**src/rtl/irq_ctrl.sv**
```systemverilog
// rtl/irq_ctrl.sv - interrupt flag/enable controller with edge detect, priority vector and register read port
module irq_ctrl #(
   parameter logic [15:0] IF_ADDR = 16'hFF0F,
   parameter logic [15:0] IE_ADDR = 16'hFFFF
) (
   input  logic        CLK,
   input  logic        nRESET,
   input  logic [15:0] A,
   input  logic [7:0]  D_IN,
   input  logic        WR,
   input  logic        RD,
   output logic [7:0]  D_OUT,
   output logic        D_OUT_EN,
   input  logic [4:0]  INT_REQ,
   output logic [7:0]  CPU_IRQ_TRIG,
   input  logic [7:0]  CPU_IRQ_ACK,
   output logic [2:0]  INT_VEC,
   output logic        WAKE
);

   logic [4:0] req_q, req_d;
   logic [4:0] if_q, if_d;
   logic [7:0] ie_q, ie_d;
   logic [7:0] dout_q, dout_d;
   logic       dout_en_q, dout_en_d;

   logic       wr_if, wr_ie, rd_if, rd_ie;
   logic [4:0] req_edge;
   logic [4:0] pending;

   assign wr_if    = WR && (A == IF_ADDR);
   assign wr_ie    = WR && (A == IE_ADDR);
   assign rd_if    = RD && (A == IF_ADDR);
   assign rd_ie    = RD && (A == IE_ADDR);
   assign req_edge = INT_REQ & ~req_q;
   assign pending  = if_q & ie_q[4:0];

   // Next-state for flags: a fresh request edge beats a CPU write, which beats an acknowledge.
   always_comb begin
      req_d = INT_REQ;
      ie_d  = wr_ie ? D_IN : ie_q;
      if_d  = if_q;
      for (int n = 0; n < 5; n++) begin
         if (req_edge[n])
            if_d[n] = 1'b1;
         else if (wr_if)
            if_d[n] = D_IN[n];
         else if (CPU_IRQ_ACK[n])
            if_d[n] = 1'b0;
      end
   end

   // Read data is taken from the pre-update register value and presented one cycle later.
   always_comb begin
      dout_d    = 8'h00;
      dout_en_d = 1'b0;
      if (rd_if) begin
         dout_d    = {3'b111, if_q};
         dout_en_d = 1'b1;
      end else if (rd_ie) begin
         dout_d    = ie_q;
         dout_en_d = 1'b1;
      end
   end

   // State registers with synchronous active-low reset.
   always_ff @(posedge CLK) begin
      if (!nRESET) begin
         req_q     <= 5'h00;
         if_q      <= 5'h00;
         ie_q      <= 8'h00;
         dout_q    <= 8'h00;
         dout_en_q <= 1'b0;
      end else begin
         req_q     <= req_d;
         if_q      <= if_d;
         ie_q      <= ie_d;
         dout_q    <= dout_d;
         dout_en_q <= dout_en_d;
      end
   end

   // Priority encode: lowest pending bit wins, zero when nothing pending.
   always_comb begin
      INT_VEC = 3'd0;
      for (int i = 4; i >= 0; i--) begin
         if (pending[i])
            INT_VEC = i[2:0];
      end
   end

   assign CPU_IRQ_TRIG = {3'b000, pending};
   assign WAKE         = |pending;
   assign D_OUT        = dout_q;
   assign D_OUT_EN     = dout_en_q;

endmodule

```
**config.mk**
```make
export PLATFORM = sky130hd
export DESIGN_NAME = irq_ctrl
export DESIGN_NICKNAME = d
export VERILOG_FILES = /design/src/rtl/irq_ctrl.sv
export SDC_FILE = /design/constraint.sdc
export NUM_CORES = 1
export LEC_CHECK = 0
export BUFFER_PORTS_ARGS = -buffer_cell sky130_fd_sc_hd__buf_2
export CAP_MARGIN = 20
export CORE_ASPECT_RATIO = 1.5
export CORE_MARGIN = 4
export CORE_UTILIZATION = 47
export DETAILED_ROUTE_END_ITERATION = 7
export HOLD_SLACK_MARGIN = 0.05
export PLACE_DENSITY = 0.9
export SYNTH_ARGS = -nofsm -noshare
export SYNTH_HDL_FRONTEND = slang
export SYNTH_SLANG_ARGS = --single-unit
```
**constraint.sdc**
```tcl
create_clock -name CLK -period 4.6 [get_ports CLK]
set_input_delay 1.38 -clock CLK [delete_from_list [all_inputs] [get_ports CLK]]
set_output_delay 1.38 -clock CLK [all_outputs]
set_load 0.02 [all_outputs]
```
==> impl_metrics.toml <==
[clock_network]
post_cts_buffers = 0
cts_hold_buf = 0
cts_htree_levels = 1
cts-root-buf = "clkbuf_4"
cts_tree = "yes"
postCtsResizedCells = 0
clk_path_buf_depth = 2
path_clk_slew_ps = 130
clk_latency_ps = 310
numCtsBuffers = 3
clock_sinks = 27

[layout]
seq_area_um2 = 541
multi_input_area_um2 = 587
drive_gt1_frac = 0.368
fillers = 207
fin_nets = 224
antenna_cells = 0
syn2layout_area_growth_pct = 24.8

[routing]
drtIter0Drc = 14
dr.pass1.iters = 4
post_drt_wl_per_cell_um = 13.3
final_antenna_net_count = 0
drt_wl_total_um = 2740
via_per_inst = 5.24
route.detailed.drc = 0
dr_total_vias = 1079

[placement]
io_buffers = 55
dp_hpwl_um = 2300
place.gp.congestion = 0.815

[sta]
slew_violations = 0
final.setup_skew_ps = 1.02
tightest_slew_ps = 575
rsz0062_at_grt = "no"
setup_viol_count_final = 0
setup_tns_ps = 0
post-route-min-period_ps = 3030
slew-limit-headroom = 0.614
finalHoldWorstSlack_ps = 476
hold_violations = 0
fmax_mhz = 330
fin_crit_sh = 0.660

[worst_setup_path]
start_kind = "flip-flop"
cp.required_ps = 3220
r2r_setup_slack_ps = 3810
crit_path_end_kind = "output pin"
rr_startpoint = "if_q[3]"
reg2regPathDepth = 3
criticalPathCategory = "reg -> out"
critPathArrivalTime_ps = 1650
cp_max_fo = 3
rr_endpoint = "if_q[3]"

[flow_run]
maxCapViolCount = 0

[logic_synthesis]
syn_avg_cell_area_um2 = 9.40
synth_edf_count = 0
synth_top_area_share = 0.453
synth_top_area_cell = "dfxtp_1"
synthCells = 127
ys_warn_count = 0
synth.distinct_cells = 30
netlist_area_mm2 = 0.00119
synth-seq-cells = 27
ys_top_cells_by_area = "dfxtp_1, mux2i_1, nand2_1"
synth_seq_area_share = 0.453
async_reset_ff_frac = 0
synth_most_common_cell = "dfxtp_1"
netlist_top_cells_count = "dfxtp_1, nand2_1, and2_1, inv_1, mux2i_1"
synth_ff_type = "dfxtp_1"

[floorplanning]
initial_core_util = 0.487
rows = 22
core_area_mm2 = 0.00245
ios = 62
dieArea_mm2 = 0.00343
die_h_um = 69.7
die-width_um = 49.1

[hold_path]
min_from = "ie_q[7]"
min_to = "ie_q[7]"
hold_path_depth = 2
min_path_type = "reg -> reg"

[global_route]
overflow = 0
grt_max_degree = 28
grt_pass1_vias = 1091
track_usage = 0.164
grt_antenna_before_repair = 0
grt_pass1_wl_um = 4470

[outcome]
status = "finished, final reports clean"

[pwr]
ir_worst_vdd_mv = 0.186
p_leak_uw = 0.000751
totalPowerFinal_uw = 375
p_per_area_mw_per_mm2 = 252
==> worst max-delay path by stage <==
stage / start / to / slack [ps] / cells past startpoint
6_report: ie_q[0] / WAKE / 1570 / 4
5_1_grt: ie_q[0] / WAKE / 1480 / 4
4_1_cts: ie_q[0] / WAKE / 1540 / 4
3_5_place_dp: A[4] / if_q[3] / 1710 / 5
3_3_place_gp: nRESET / D_OUT[2] / 1780 / 4
2_1_floorplan: ie_q[0] / INT_VEC[2] / 1860 / 3
==> power by group <==
part	switching (µW)	leakage [µW]	internal, µW
Clock	64.8	0.0000177	32.5
Combinational	17.7	0.000514	18.3
Sequential	2.53	0.000220	239
==> flip-flops by register name, indices dropped and copies added (netlist names) <==
signal / flops
D_OUT_EN: 1
D_OUT: 8
if_q: 5
req_q: 5
ie_q: 8
==> cells by family after synthesis <==
| family | count (synthesis) | share of synthesized area |
|---|---|---|
| simple gates | 51 | 0.252 |
| flops | 27 | 0.453 |
| compound gates | 26 | 0.164 |
| buf+inv | 14 | 0.0618 |
| mux | 8 | 0.0671 |
| other cells | 1 | 0.00314 |
==> metal layers <==
metal	vias up	global-route usage	wire, µm
met1	505	0.156	992
met5	-	0	0
met4	0	0.0759	44
met2	27	0.316	1540
li1	543	-	-
met3	4	0.0366	158
==> critical path, cell delays in order (launching register included) <==
cell,delay (ps)
dfxtp_1,350
and2_1,170
or2_2,310
or3_1,340
buf_2,160
==> cell usage in the layout, fill, tap and decap left out, drive strengths merged, types with 2 or more instances in the layout <==
master  count
or3         2
nor2        2
clkbuf      3
or2         2
a22o        5
and2        8
mux2i       8
inv         8
o21ai       5
nand4       3
nand2      21
a21oi       2
nor2b       5
nor3        4
o21a        3
dfxtp      27
conb        3
a21boi      5
buf        55
a32oi       5
==> cell type report <==
class / instances / area share
multi-input cells: 88 / 0.394
repair buffers: 55 / 0.185
inverters: 8 / 0.0202
clock buffers: 3 / 0.0151
clock inverters: 1 / 0.00336
flip-flops and latches: 27 / 0.363
well taps: 24 / 0.0202
==> through the flow <==
stage | setup WS [ps] | util | std cells | area [µm²]
2_1_floorplan | 1860 | - | 129 | 1200
3_3_place_gp | 1780 | 0.597 | 202 | 1460
3_5_place_dp | 1710 | 0.597 | 202 | 1460
4_1_cts | 1540 | 0.608 | 206 | 1490
5_1_grt | 1480 | 0.608 | 206 | 1490
6_report | 1570 | 0.608 | 206 | 1490
(Power assumes the default switching activity.)
